<file path="src/rtl/seq_detector_param_pkg.sv">
// -----------------------------------------------------------------------------
// seq_detector_param_pkg
// Shared definitions for the parametrised serial pattern detector:
//   - state_e  : FSM state encoding (HUNT = out low, STRETCH = out high)
//   - HOLD_W   : width of the stretch hold counter
//   - hold_reload() : value loaded into the hold counter on every match
// No ports (package).
// -----------------------------------------------------------------------------
package seq_detector_param_pkg;

    typedef enum logic [0:0] {
        ST_HUNT    = 1'b0,
        ST_STRETCH = 1'b1
    } state_e;

    localparam int HOLD_W = 8;

    // The match edge itself is the first high clock, so the counter only has
    // to cover the remaining HOLD-1 clocks.
    function automatic logic [HOLD_W-1:0] hold_reload(input int hold);
        return HOLD_W'(hold - 1);
    endfunction

endpackage

</file>
<file path="src/rtl/seq_detector_param_hold_timer.sv">
// -----------------------------------------------------------------------------
// seq_detector_param_hold_timer
// Loadable down-counter that times the STRETCH window of the detector.
// Loads load_val_i when load_i is high, otherwise counts down to zero and
// stays there.
// Ports:
//   clk_i       in   1       system clock, posedge
//   rst_ni      in   1       synchronous reset, active low (clears counter)
//   load_i      in   1       load request (a match was seen on this edge)
//   load_val_i  in   HOLD_W  value to load
//   zero_o      out  1       counter is at zero
// -----------------------------------------------------------------------------
module seq_detector_param_hold_timer
    import seq_detector_param_pkg::*;
(
    input  logic              clk_i,
    input  logic              rst_ni,
    input  logic              load_i,
    input  logic [HOLD_W-1:0] load_val_i,
    output logic              zero_o
);

    logic [HOLD_W-1:0] cnt_q;
    logic [HOLD_W-1:0] cnt_d;

    // Next count: load wins, otherwise decrement until zero.
    always_comb begin
        cnt_d = cnt_q;
        if (load_i) begin
            cnt_d = load_val_i;
        end else if (cnt_q != {HOLD_W{1'b0}}) begin
            cnt_d = cnt_q - HOLD_W'(1);
        end else begin
            cnt_d = cnt_q;
        end
    end

    // Counter register with synchronous active-low reset.
    always_ff @(posedge clk_i) begin
        if (!rst_ni) begin
            cnt_q <= {HOLD_W{1'b0}};
        end else begin
            cnt_q <= cnt_d;
        end
    end

    // Zero flag straight from the register.
    always_comb begin
        zero_o = (cnt_q == {HOLD_W{1'b0}});
    end

endmodule

</file>
<file path="src/rtl/seq_detector_param.sv">
// -----------------------------------------------------------------------------
// seq_detector_param
// Parametrised serial pattern recogniser. Samples `in` on cycles where `valid`
// is high and compares the last LEN bits with PATTERN (PATTERN[LEN-1] is the
// oldest bit). On a match: `match` pulses for one clock, `hits` increments
// (saturating) and `out` is held high for HOLD clocks, retriggerable.
// Ports:
//   clock   in   1      system clock, posedge
//   _reset  in   1      synchronous reset, active low; wins over everything
//   in      in   1      serial data bit
//   valid   in   1      qualifies `in`
//   out     out  1      stretched detection flag (registered)
//   match   out  1      one-clock pulse per match (registered)
//   hits    out  CNT_W  saturating match count since reset (registered)
// -----------------------------------------------------------------------------
module seq_detector_param
    import seq_detector_param_pkg::*;
#(
    parameter int             LEN     = 3,
    parameter logic [LEN-1:0] PATTERN = 3'b011,
    parameter int             HOLD    = 4,
    parameter bit             OVERLAP = 1'b1,
    parameter int             CNT_W   = 8
) (
    input  logic             clock,
    input  logic             _reset,
    input  logic             in,
    input  logic             valid,
    output logic             out,
    output logic             match,
    output logic [CNT_W-1:0] hits
);

    localparam int                 FILL_W   = $clog2(LEN + 1);
    localparam logic [FILL_W-1:0]  FILL_MAX = FILL_W'(LEN);
    localparam logic [FILL_W-1:0]  FILL_THR = FILL_W'(LEN - 1);
    localparam logic [CNT_W-1:0]   HITS_MAX = {CNT_W{1'b1}};

    if ((LEN < 2) || (LEN > 16) || (HOLD < 1) || (HOLD > 255)) begin : g_bad_params
        $fatal(1, "seq_detector_param: illegal LEN or HOLD parameter");
    end

    // Only LEN-1 bits of history are stored: the oldest bit of the LEN-bit
    // window is always the incoming bit's predecessor chain, and the bit that
    // would fall off next is never compared again.
    logic [LEN-2:0]     hist_q;
    logic [LEN-2:0]     hist_d;
    logic [FILL_W-1:0]  fill_q;
    logic [FILL_W-1:0]  fill_d;
    logic [LEN-1:0]     window_s;
    logic               hit_s;
    logic               match_q;
    logic [CNT_W-1:0]   hits_q;
    logic [CNT_W-1:0]   hits_d;
    state_e             state_q;
    state_e             state_d;
    logic               timer_zero_s;

    // Comparator: window as it will look after this edge's shift.
    always_comb begin
        window_s = {hist_q, in};
        if (valid && (fill_q >= FILL_THR) && (window_s == PATTERN)) begin
            hit_s = 1'b1;
        end else begin
            hit_s = 1'b0;
        end
    end

    // Next history, fill level and hit count.
    always_comb begin
        hist_d = hist_q;
        fill_d = fill_q;
        hits_d = hits_q;
        if (valid) begin
            hist_d = window_s[LEN-2:0];
        end else begin
            hist_d = hist_q;
        end
        // Non-overlapping mode forgets the fill level so LEN fresh bits are needed.
        if (hit_s && !OVERLAP) begin
            fill_d = {FILL_W{1'b0}};
        end else if (valid && (fill_q != FILL_MAX)) begin
            fill_d = fill_q + FILL_W'(1);
        end else begin
            fill_d = fill_q;
        end
        if (hit_s && (hits_q != HITS_MAX)) begin
            hits_d = hits_q + CNT_W'(1);
        end else begin
            hits_d = hits_q;
        end
    end

    // Datapath registers: history, fill, match pulse, hit counter.
    always_ff @(posedge clock) begin
        if (!_reset) begin
            hist_q  <= {(LEN-1){1'b0}};
            fill_q  <= {FILL_W{1'b0}};
            match_q <= 1'b0;
            hits_q  <= {CNT_W{1'b0}};
        end else begin
            hist_q  <= hist_d;
            fill_q  <= fill_d;
            match_q <= hit_s;
            hits_q  <= hits_d;
        end
    end

    // Hold window timer, reloaded on every match (retrigger).
    seq_detector_param_hold_timer u_hold_timer (
        .clk_i      (clock),
        .rst_ni     (_reset),
        .load_i     (hit_s),
        .load_val_i (hold_reload(HOLD)),
        .zero_o     (timer_zero_s)
    );

    // FSM state register.
    always_ff @(posedge clock) begin
        if (!_reset) begin
            state_q <= ST_HUNT;
        end else begin
            state_q <= state_d;
        end
    end

    // FSM next state: a match always (re)enters STRETCH; leave when timer is spent.
    always_comb begin
        state_d = state_q;
        case (state_q)
            ST_HUNT: begin
                if (hit_s) begin
                    state_d = ST_STRETCH;
                end else begin
                    state_d = ST_HUNT;
                end
            end
            ST_STRETCH: begin
                if (hit_s) begin
                    state_d = ST_STRETCH;
                end else if (timer_zero_s) begin
                    state_d = ST_HUNT;
                end else begin
                    state_d = ST_STRETCH;
                end
            end
            default: begin
                state_d = ST_HUNT;
            end
        endcase
    end

    // FSM outputs; all come directly from registers.
    always_comb begin
        out   = (state_q == ST_STRETCH);
        match = match_q;
        hits  = hits_q;
    end

endmodule

</file>
<file path="config.mk">
export PLATFORM = sky130hd
export DESIGN_NAME = seq_detector_param
export DESIGN_NICKNAME = d
export VERILOG_FILES = /design/src/rtl/seq_detector_param_pkg.sv /design/src/rtl/seq_detector_param_hold_timer.sv /design/src/rtl/seq_detector_param.sv
export SDC_FILE = /design/constraint.sdc
export NUM_CORES = 1
export LEC_CHECK = 0
export ABC_AREA = 1
export CORE_MARGIN = 2
export CORE_UTILIZATION = 61
export CTS_BUF_LIST = sky130_fd_sc_hd__clkbuf_4 sky130_fd_sc_hd__clkbuf_8
export CTS_CLUSTER_SIZE = 10
export DETAILED_ROUTE_END_ITERATION = 7
export PLACE_DENSITY_LB_ADDON = 0.05
export SYNTH_ARGS = -nofsm -noshare
export SYNTH_HDL_FRONTEND = slang
export SYNTH_SLANG_ARGS = --single-unit
</file>
<file path="constraint.sdc">
create_clock -name clock -period 3.8 [get_ports clock]
set_input_delay 0.57 -clock clock [delete_from_list [all_inputs] [get_ports clock]]
set_output_delay 0.57 -clock clock [all_outputs]
set_load 0.005 [all_outputs]
</file>
---- Yosys cells after proc, flatten, opt, wreduce, memory -nomap -nowiden ----
Cells that the tools add are included.
Widths: inputs -> output; s select.
storage, ports and cells
  register bits after elaboration ......... 22
  word-level logic and storage cells ...... 31
cells by class
  $add $sub $neg .......................... 3
  $lt $le $gt $ge ......................... 1
  equal/unequal tests ..................... 3
  multiplexer cells ....................... 7
  bitwise logic cells ..................... 2
  reduce and logical (&&, ||, !) cells .... 8
operators with widths
  kind                 number
  $add 8x1->8 const B  1
  $logic_not 8->1      1
  $ne 8x8->1 const B   1
  $reduce_bool 8->1    1
  $sub 8x1->8 const B  1
  $logic_and 1x1->1    4
  $mux 1               4
  $mux 2               2
  $eq 3x2->1 const B   1
  $add 2x1->2 const B  1
  $ge 2x2->1 const B   1
  $ne 2x2->1 const B   1
  $not 1->1            2
  $pmux 1 s2           1
  $reduce_bool 2->1    1
  $reduce_or 2->1      1

---- Logic depth before layout (Yosys ltp) ----
Gate-level depths: netlist of run 1.
  word-level depth ........................ 6
  mapped depth ............................ 10
  gate-level depth less buffers ........... 10

---- Cells and area by module ----
Synthesis of run 1 repeated with hierarchy kept, for this count alone.
unflattened totals
  cells, all modules ...................... 183
  area, all modules ....................... 1,272.5 sq um
modules (own cells, without submodules)
  module                         times used  cells each  area an instance (sq um)  sequential area each (sq um)
  seq_detector_param             1           113         794.5                     280.3
  seq_detector_param_hold_timer  1           70          478.0                     160.2

---- Worst setup path after synthesis of run 1 ----
OpenSTA, ideal clock, no wires.
  path type ............................... register to register
  from .................................... reg fill_q[0]
  to ...................................... reg hits_q[0] (netlist: hits[0])
  data arrival time ....................... 1.115 ns
  setup slack ............................. 2.571 ns
  stages on the path, launching flop included .. 10
  period minus slack after synthesis ...... 1.229 ns
  cells stage by stage .................... dfxtp_1 -> inv_1 -> ha_1 -> inv_1 -> nand2_1 -> nand2_2 -> nor2_4 -> nand2_2 -> o21ai_1 -> nor2_1
between the ends
  longest elaborated chain between the ends .. 5
RTL lines
  what                            RTL line                   text
  start, declared                 seq_detector_param.sv:48   logic [FILL_W-1:0] fill_q;
  start signal, assigned          seq_detector_param.sv:98   fill_q <= {FILL_W{1'b0}};
  start signal, assigned          seq_detector_param.sv:103  fill_q <= fill_d;
  $ge 2x2->1                      seq_detector_param.sv:62   if (valid && (fill_q >= FILL_THR) && (window_s == PATTERN)) begin
  $logic_and 1x1->1 (2 in a row)  seq_detector_param.sv:62
  $mux 1                          seq_detector_param.sv:62
  $logic_and 1x1->1               seq_detector_param.sv:87   if (hit_s && (hits_q != HITS_MAX)) begin
  end signal, assigned            seq_detector_param.sv:100  hits_q <= {CNT_W{1'b0}};
  end signal, assigned            seq_detector_param.sv:105  hits_q <= hits_d;
  end, declared                   seq_detector_param.sv:53   logic [CNT_W-1:0] hits_q;
Every way passes these cells.
A chain may end at the register's enable or synchronous reset.

---- Final worst setup path of run 1 ----
  from .................................... reg hits_q[2] (netlist: hits[2])
  to ...................................... out hits[2]
RTL lines
  what           RTL line                  text
  end, declared  seq_detector_param.sv:31  output logic [CNT_W-1:0] hits
No word-level cell between the ends.

==> metrics.yaml, run 1 <==
cells_and_area:
  postLayoutCellArea_um2: 1350
  area_growth_syn_to_layout_pct: 18.3
  nets: 182
  final_cells: 198
  drive_gt1_share_pct: 11.0
  num_antenna_cells: 0
floorplan:
  initial_core_util_pct: 65.5
  io_pins: 14
  dieArea_um2: 2240
  die_w_um: 47.3
  core-area_um2: 1750
  rows: 15
  die_y_um: 47.3
place:
  dpl.cell_count: 194
  dpl-instance-area_um2: 1300
  portBuffers: 13
  gp_congestion: 0.804
  dp_slack_ns: 1.97
  place_hpwl_um: 1660
timing:
  worst_slew_pin_slew_ns: 0.436
  finalSetupViolCount: 0
  max_freq_ghz: 0.501
  min_period_over_period_pct: 52.5
  setup_tns_ns: 0
  drv_slew: 0
  rsz0062_at_grt: "false"
  hold_viol_final: 0
  period_needed_ns: 2.00
  finClkSkew_ns: 0.00217
  maxSlewHeadroom_pct: 70.9
  setup_ws_ns: 1.80
global_routing:
  grt_max_degree: 14
  grt_pass1_vias: 968
  grt_overflow: 0
  grt_use_total_pct: 24.4
  grt_pass1_wl_um: 3770
  grt_antenna_before_repair: 0
clock_tree:
  ctsHoldBuffers: 0
  clock-sinks: 22
  cts_setup_buffers: 0
  cts_tree: "built"
  clk_latency_ns: 0.32
  htree_levels: 1
  root_buffer: "clkbuf_4"
  numCtsBuffers: 3
  cts.path.max_buffers: 2
  cts_resized: 0
  clkTransAtPathRegs_ns: 0.12
synth:
  synth_edf_count: 0
  synth.ff_latch_count: 22
  syn_area_um2: 1140
  avgSynthCellArea_um2: 7.28
  ys_seq_area_share_pct: 38.5
  ys_async_sr_fraction_pct: 0
  syn_inst: 157
  ys_types: 23
  synth_fp_nets: 165
  synth-main-ff-cell: "dfxtp_1"
  yosys_warnings: 0
power:
  ir_drop_mv: 0.405
  p_leak_nw: 0.616
  power_w: 0.000756
  powerDensity_nw_per_um2: 559
worst_setup_path:
  startpoint_type: "flip-flop"
  critPathArrivalTime_ns: 1.43
  path_delay_family: "buffers and inverters"
  worst-path-buf-inv: 1
  cpMaxStageDelayCell: "clkdlybuf4s50_1"
  cp_max_fo: 7
  required_ns: 3.23
  max_stage_delay_ns: 0.59
  worst-setup-path-type: "flip-flop to output pin"
  path_cells: "clkdlybuf4s50_1"
  critPathCaptureType: "output pin"
detailed_routing:
  wire_per_inst_um: 11.3
  dr.pass1.iters: 4
  vias: 1011
  viasPerCell: 5.11
  first_iter_violations: 20
  route.detailed.drc: 0
  antenna_left: 0
  routed_wl_um: 2240
job:
  drv_cap: 0
hold_path:
  hold_class: "flip-flop to flip-flop"
status:
  run_status: "completed"
[placed cells by master (no fill, tap or decap), types with 4 or more instances in the layout]
cell type	n
nand3_1	10
nor2_1	23
nand2_1	37
nor2_4	4
clkdlybuf4s50_1	13
ha_1	4
xor2_1	5
dfxtp_1	22
inv_1	18
a21oi_1	9
xnor2_1	4
[power by group]
group	leakage (nW)	internal [W]	switching, W
Clock	0.0279	0.000107	0.0000760
Combinational	0.408	0.000108	0.000159
Sequential	0.180	0.000274	0.0000316
Total	0.616	0.000489	0.000267
[per-stage QoR]
| step | hold slack (ns) | utilization [%] |
|---|---|---|
| floorplan | 0.451 | - |
| global placement | 0.456 | 74.5 |
| detailed placement | 0.468 | 74.5 |
| CTS | 0.489 | 77.5 |
| global route | 0.510 | 77.5 |
| finish | 0.481 | 77.5 |
[cell type report]
class / instances / area (µm²)
inverters: 22 / 83.8
clock inverters: 1 / 30.0
fillers: 138 / 393
repair buffers: 13 / 130
well taps: 25 / 31.3
multi-input cells: 112 / 614
flip-flops and latches: 22 / 440
clock buffers: 3 / 22.5
[Yosys cell counts (all sizes together) (2+ instances only)]
cell type  instances  area (µm²)
inv               20        75.1
nand2             41         169
clkinv             2        8.75
a21oi              9        45.0
nand3             12        70.1
xor2               5        43.8
dfxtp             22         440
ha                 4        50.1
xnor2              4        35.0
nor2              28         138
nand4              2        12.5
o21ai              5        25.0
[flip-flops by register name, summed over array words and instances (netlist names)]
| signal | cells |
|---|---|
| u_hold_timer.cnt_q | 8 |
| match | 1 |
| out | 1 |
| hist_q | 2 |
| fill_q | 2 |
| hits | 8 |
[layer usage]
layer / GRT usage (%) / vias to the layer above / wire, µm
li1: - / 520 / -
met3: 5.77 / 11 / 68
met2: 39.7 / 24 / 1100
met5: 0 / - / 0
met1: 27.9 / 456 / 972
met4: 17.2 / 0 / 99
[path summary, 6_finish.rpt]
path | start | endpoint | slack [ns] | depth (start not counted)
min reg2reg | out | out | 0.48 | 2
max reg2reg | hits[0] | hits[7] | 2.38 | 7
max | hits[2] | hits[2] | 1.80 | 1
min | out | out | 0.48 | 2
[cell families (layout without fill, tap and decap cells)]
| logic type | after synthesis | count (layout) | share of synthesized area, % |
|---|---|---|---|
| buf+inv | 23 | 39 | 7.77 |
| xor+xnor | 9 | 9 | 6.89 |
| fa+ha+maj | 4 | 4 | 4.38 |
| compound gates | 14 | 14 | 6.13 |
| simple gates | 85 | 85 | 36.3 |
| flops | 22 | 22 | 38.5 |
No activity file was read; power rests on OpenSTA's default activity.
==> run 2: changes to the inputs <==
--- a/config.mk
+++ b/config.mk
@@ -7,7 +7,7 @@
 export LEC_CHECK = 0
 export ABC_AREA = 1
 export CORE_MARGIN = 2
-export CORE_UTILIZATION = 61
+export CORE_UTILIZATION = 56
 export CTS_BUF_LIST = sky130_fd_sc_hd__clkbuf_4 sky130_fd_sc_hd__clkbuf_8
 export CTS_CLUSTER_SIZE = 10
 export DETAILED_ROUTE_END_ITERATION = 7
==> constraint.sdc (replaced) <==
create_clock -name clock -period 2.04 [get_ports clock]
set_input_delay 0.306 -clock clock [delete_from_list [all_inputs] [get_ports clock]]
set_output_delay 0.306 -clock clock [all_outputs]
set_load 0.005 [all_outputs]
==> metrics.yaml, run 2 (synthesis results as in run 1) <==
place:
  dpl.cell_count: 196
  gp_congestion: 0.813
  portBuffers: 13
  dp_slack_ns: 0.468
  place_hpwl_um: 1540
detailed_routing:
  first_iter_violations: 13
  antenna_left: 0
  routed_wl_um: 2020
  viasPerCell: 4.87
  route.detailed.drc: 0
  vias: 974
  dr.pass1.iters: 4
  wire_per_inst_um: 10.1
power:
  p_sw_share_pct: 36.9
  p_leak_nw: 0.609
  intPower_w: 0.000820
  p_sw_w: 0.000480
  ir_drop_mv: 0.925
  pwr-share-seq_pct: 43.9
  power_w: 0.00130
  powerDensity_nw_per_um2: 971
  p_comb_share_pct: 37.3
  pwr-share-clk_pct: 18.8
hold_path:
  hold_end: "out"
  hold_class: "flip-flop to flip-flop"
  hold_start: "out"
  holdPathStages: 2
worst_setup_path:
  critPathArrivalTime_ns: 1.36
  startpoint_type: "flip-flop"
  r2r-start: "fill_q[0]"
  max_stage_delay_ns: 0.56
  required_ns: 1.73
  r2r_slack_ns: 0.67
  startpoint: "hits[2]"
  reg2reg_depth: 9
  worst-path-buf-inv: 1
  critPathCaptureType: "output pin"
  path_cells: "clkdlybuf4s50_1"
  r2r-end: "hits[1]"
  cp_max_fo: 7
  cpMaxStageDelayCell: "clkdlybuf4s50_1"
  path_delay_family: "buffers and inverters"
  worst-setup-path-type: "flip-flop to output pin"
clock_tree:
  htree_levels: 1
  cts.path.max_buffers: 2
  clk_latency_ns: 0.31
  clock-sinks: 22
  cts_resized: 0
  numCtsBuffers: 3
  cts_tree: "built"
  ctsHoldBuffers: 0
  cts_setup_buffers: 0
  clkTransAtPathRegs_ns: 0.12
  root_buffer: "clkbuf_4"
global_routing:
  grt_use_total_pct: 20.0
  grt_antenna_before_repair: 0
  grt_overflow: 0
  grt_pass1_vias: 928
  grt_pass1_wl_um: 3730
  grt_max_degree: 13
floorplan:
  die_y_um: 49.2
  core-area_um2: 1940
  dieArea_um2: 2420
  die_w_um: 49.2
  io_pins: 14
  rows: 16
  initial_core_util_pct: 58.9
cells_and_area:
  drive_gt1_share_pct: 11.0
  num_antenna_cells: 0
  mostFrequentLayoutCells: "37 x nand2_1, 23 x nor2_1, 22 x dfxtp_1"
  mostFrequentLayoutCell: "nand2_1"
  final_cells: 200
  area_growth_syn_to_layout_pct: 17.1
  nets: 182
timing:
  rsz0062_at_grt: "false"
  maxSlewHeadroom_pct: 72.3
  worst_slew_pin_slew_ns: 0.415
  setup_ws_ns: 0.376
  setup_tns_ns: 0
  min_period_over_period_pct: 81.6
  drv_slew: 0
  hold_viol_final: 0
  finClkSkew_ns: 0.000729
  finalSetupViolCount: 0
  whs_ns: 0.479
  period_needed_ns: 1.66
  max_freq_ghz: 0.601
job:
  drv_cap: 0
status:
  run_status: "completed"
## run 2: worst max-delay path by stage
stage,end,slack (ns),cells past startpoint
global placement,hits[1],0.53,6
detailed placement,hits[1],0.47,6
global route,hits[2],0.34,1
finish,hits[2],0.38,1
CTS,hits[2],0.37,1
floorplan,hits[0],0.81,9
## run 2: per-layer routing
| metal | part of all wire, % | up-vias | routed length, µm | track usage [%] |
|---|---|---|---|---|
| li1 | - | 518 | - | - |
| met1 | 48 | 438 | 959 | 24.0 |
| met2 | 48 | 14 | 965 | 34.0 |
| met3 | 3.0 | 4 | 61 | 3.68 |
| met4 | 1.5 | 0 | 30 | 10.0 |
| met5 | 0 | - | 0 | 0 |
## run 2: power groups by stage
stage	sequential (W)	combinational [W]	clock [W]
3_3_place_gp	0.000576	0.000477	0
6_report	0.000570	0.000485	0.000245
5_1_grt	0.000581	0.000585	0.000265
4_1_cts	0.000570	0.000489	0.000259
2_1_floorplan	0.000566	0.000418	0
3_5_place_dp	0.000579	0.000483	0
## run 2: area by class of cell
type                    count  area [µm²]
clock buffers               4        36.3
fillers                   177         603
inverters                  22        83.8
multi-input cells         112         614
flip-flops and latches     22         440
well taps                  27        33.8
repair buffers             13         130
## run 2: per-stage QoR
step                util, %  cell area, µm²
floorplan                 -            1140
global placement       67.1            1300
detailed placement     67.1            1300
CTS                    68.9            1340
global route           68.9            1340
finish                 68.9            1340
==> run 3: changes to the inputs <==
==> constraint.sdc (replaced) <==
create_clock -name clock -period 1.67 [get_ports clock]
set_input_delay 0.2505 -clock clock [delete_from_list [all_inputs] [get_ports clock]]
set_output_delay 0.2505 -clock clock [all_outputs]
set_load 0.005 [all_outputs]
==> metrics.yaml, run 3 (synthesis results as in run 1) <==
place:
  portBuffers: 13
  dpl-instance-area_um2: 1310
  dpl.cell_count: 197
  dp_slack_ns: 0.145
  place_hpwl_um: 1620
  gp_congestion: 0.831
detailed_routing:
  dr.pass1.iters: 4
  antenna_left: 0
  met1Wirelength_um: 938
  top_layer_used: "met4"
  dr_wl_met3_um: 98
  route.detailed.drc: 0
  routed_wl_um: 2050
  wire_per_inst_um: 10.3
  vias: 986
  first_iter_violations: 21
  viasPerCell: 4.93
  wl_met2_um: 976
clock_tree:
  htree_levels: 1
  cts_tree: "built"
  ctsHoldBuffers: 0
  clk_latency_ns: 0.30
  cts_setup_buffers: 0
  clkTransAtPathRegs_ns: 0.11
  numCtsBuffers: 3
  cts_resized: 0
  cts.path.max_buffers: 2
  root_buffer: "clkbuf_4"
  clock-sinks: 22
worst_setup_path:
  critPathCaptureType: "output pin"
  r2r-start: "fill_q[0]"
  worst-path-buf-inv: 1
  startpoint_type: "flip-flop"
  required_ns: 1.42
  max_stage_delay_ns: 0.55
  r2r-end: "hits[0]"
  reg2reg_depth: 9
  path_delay_family: "buffers and inverters"
  cpMaxStageDelayCell: "clkdlybuf4s50_1"
  cp_max_fo: 7
  r2r_slack_ns: 0.27
  worst-setup-path-type: "flip-flop to output pin"
  critPathArrivalTime_ns: 1.34
  path_cells: "clkdlybuf4s50_1"
floorplan:
  die_y_um: 49.2
  core-area_um2: 1940
  io_pins: 14
  die_w_um: 49.2
  rows: 16
  initial_core_util_pct: 58.9
  dieArea_um2: 2420
power:
  intPower_w: 0.000955
  pwr-share-seq_pct: 45.6
  p_sw_w: 0.000577
  p_sw_share_pct: 37.7
  powerDensity_nw_per_um2: 1150
  ir_drop_mv: 1.14
  p_comb_share_pct: 38.9
  pwr-share-clk_pct: 15.4
  p_leak_nw: 0.606
cells_and_area:
  nets: 183
  mostFrequentLayoutCell: "nand2_1"
  area_growth_syn_to_layout_pct: 16.5
  final_cells: 200
  num_antenna_cells: 0
  postLayoutCellArea_um2: 1330
  nFillCells: 177
  drive_gt1_share_pct: 11.0
  mostFrequentLayoutCells: "37 x nand2_1, 23 x nor2_1, 22 x dfxtp_1"
timing:
  finClkSkew_ns: 0.00522
  rsz0062_at_grt: "false"
  worst_slew_pin_slew_ns: 0.342
  maxSlewHeadroom_pct: 77.1
  hold_viol_final: 0
  drv_slew: 0
  max_freq_ghz: 0.630
  min_period_over_period_pct: 95.0
  finalSetupViolCount: 0
  setup_ws_ns: 0.0830
  period_needed_ns: 1.59
  setup_tns_ns: 0
global_routing:
  grt_overflow: 0
  grt_use_total_pct: 19.2
  grt_pass1_vias: 923
  grt_max_degree: 12
  grt_antenna_before_repair: 0
  grt_pass1_wl_um: 3600
hold_path:
  holdPathStages: 2
  hold_class: "flip-flop to flip-flop"
  hold_end: "out"
  hold_start: "out"
job:
  drv_cap: 0
status:
  run_status: "completed"
[run 3: cell count changes in the layout (fill, tap and decap cells not counted)]
cell and change:
buf_4 +1, clkbuf_8 -1
[run 3: worst max-delay path by stage]
stage / from / endpoint / slack [ns] / depth (start not counted)
2_1_floorplan: fill_q[0] / hits[0] / 0.44 / 9
3_3_place_gp: valid / hits[0] / 0.21 / 6
3_5_place_dp: valid / hits[0] / 0.15 / 6
4_1_cts: hits[2] / hits[2] / 0.07 / 1
5_1_grt: hits[2] / hits[2] / 0.02 / 1
6_report: hits[2] / hits[2] / 0.08 / 1
[run 3: power by group through the flow]
stage | combinational (W) | sequential [W] | clock, W
after floorplan | 0.000511 | 0.000692 | 0
after global placement | 0.000585 | 0.000704 | 0
after detailed placement | 0.000600 | 0.000708 | 0
after CTS | 0.000604 | 0.000698 | 0.000242
after global routing | 0.000696 | 0.000709 | 0.000259
final | 0.000596 | 0.000699 | 0.000237
[run 3: metrics by stage]
step,hold slack (ns),power [W],utilization (%)
finish,0.476,0.00153,68.6
global route,0.501,0.00166,68.6
CTS,0.484,0.00154,68.6
detailed placement,0.465,0.00131,67.5
global placement,0.455,0.00129,67.5
floorplan,0.344,0.00120,-
[run 3: layout make-up]
class,instances,area [µm²],area share [%]
multi-input cells,112,614,46.1
clock buffers,3,22.5,1.69
flip-flops and latches,22,440,33.1
repair buffers,14,138,10.3
well taps,27,33.8,2.54
inverters,22,83.8,6.29
[run 3: tightest hold or removal path: stages, from the launching register on]
cell and delay, ns:
dfxtp_1 0.33, nand3_1 0.07, nand2_1 0.04
[run 3: layer usage]
metal  vias to the layer above  track usage [%]
li1                        518                -
met1                       439             21.9
met2                        24             34.5
met3                         5             3.68
met4                         0             8.57
met5                         -                0
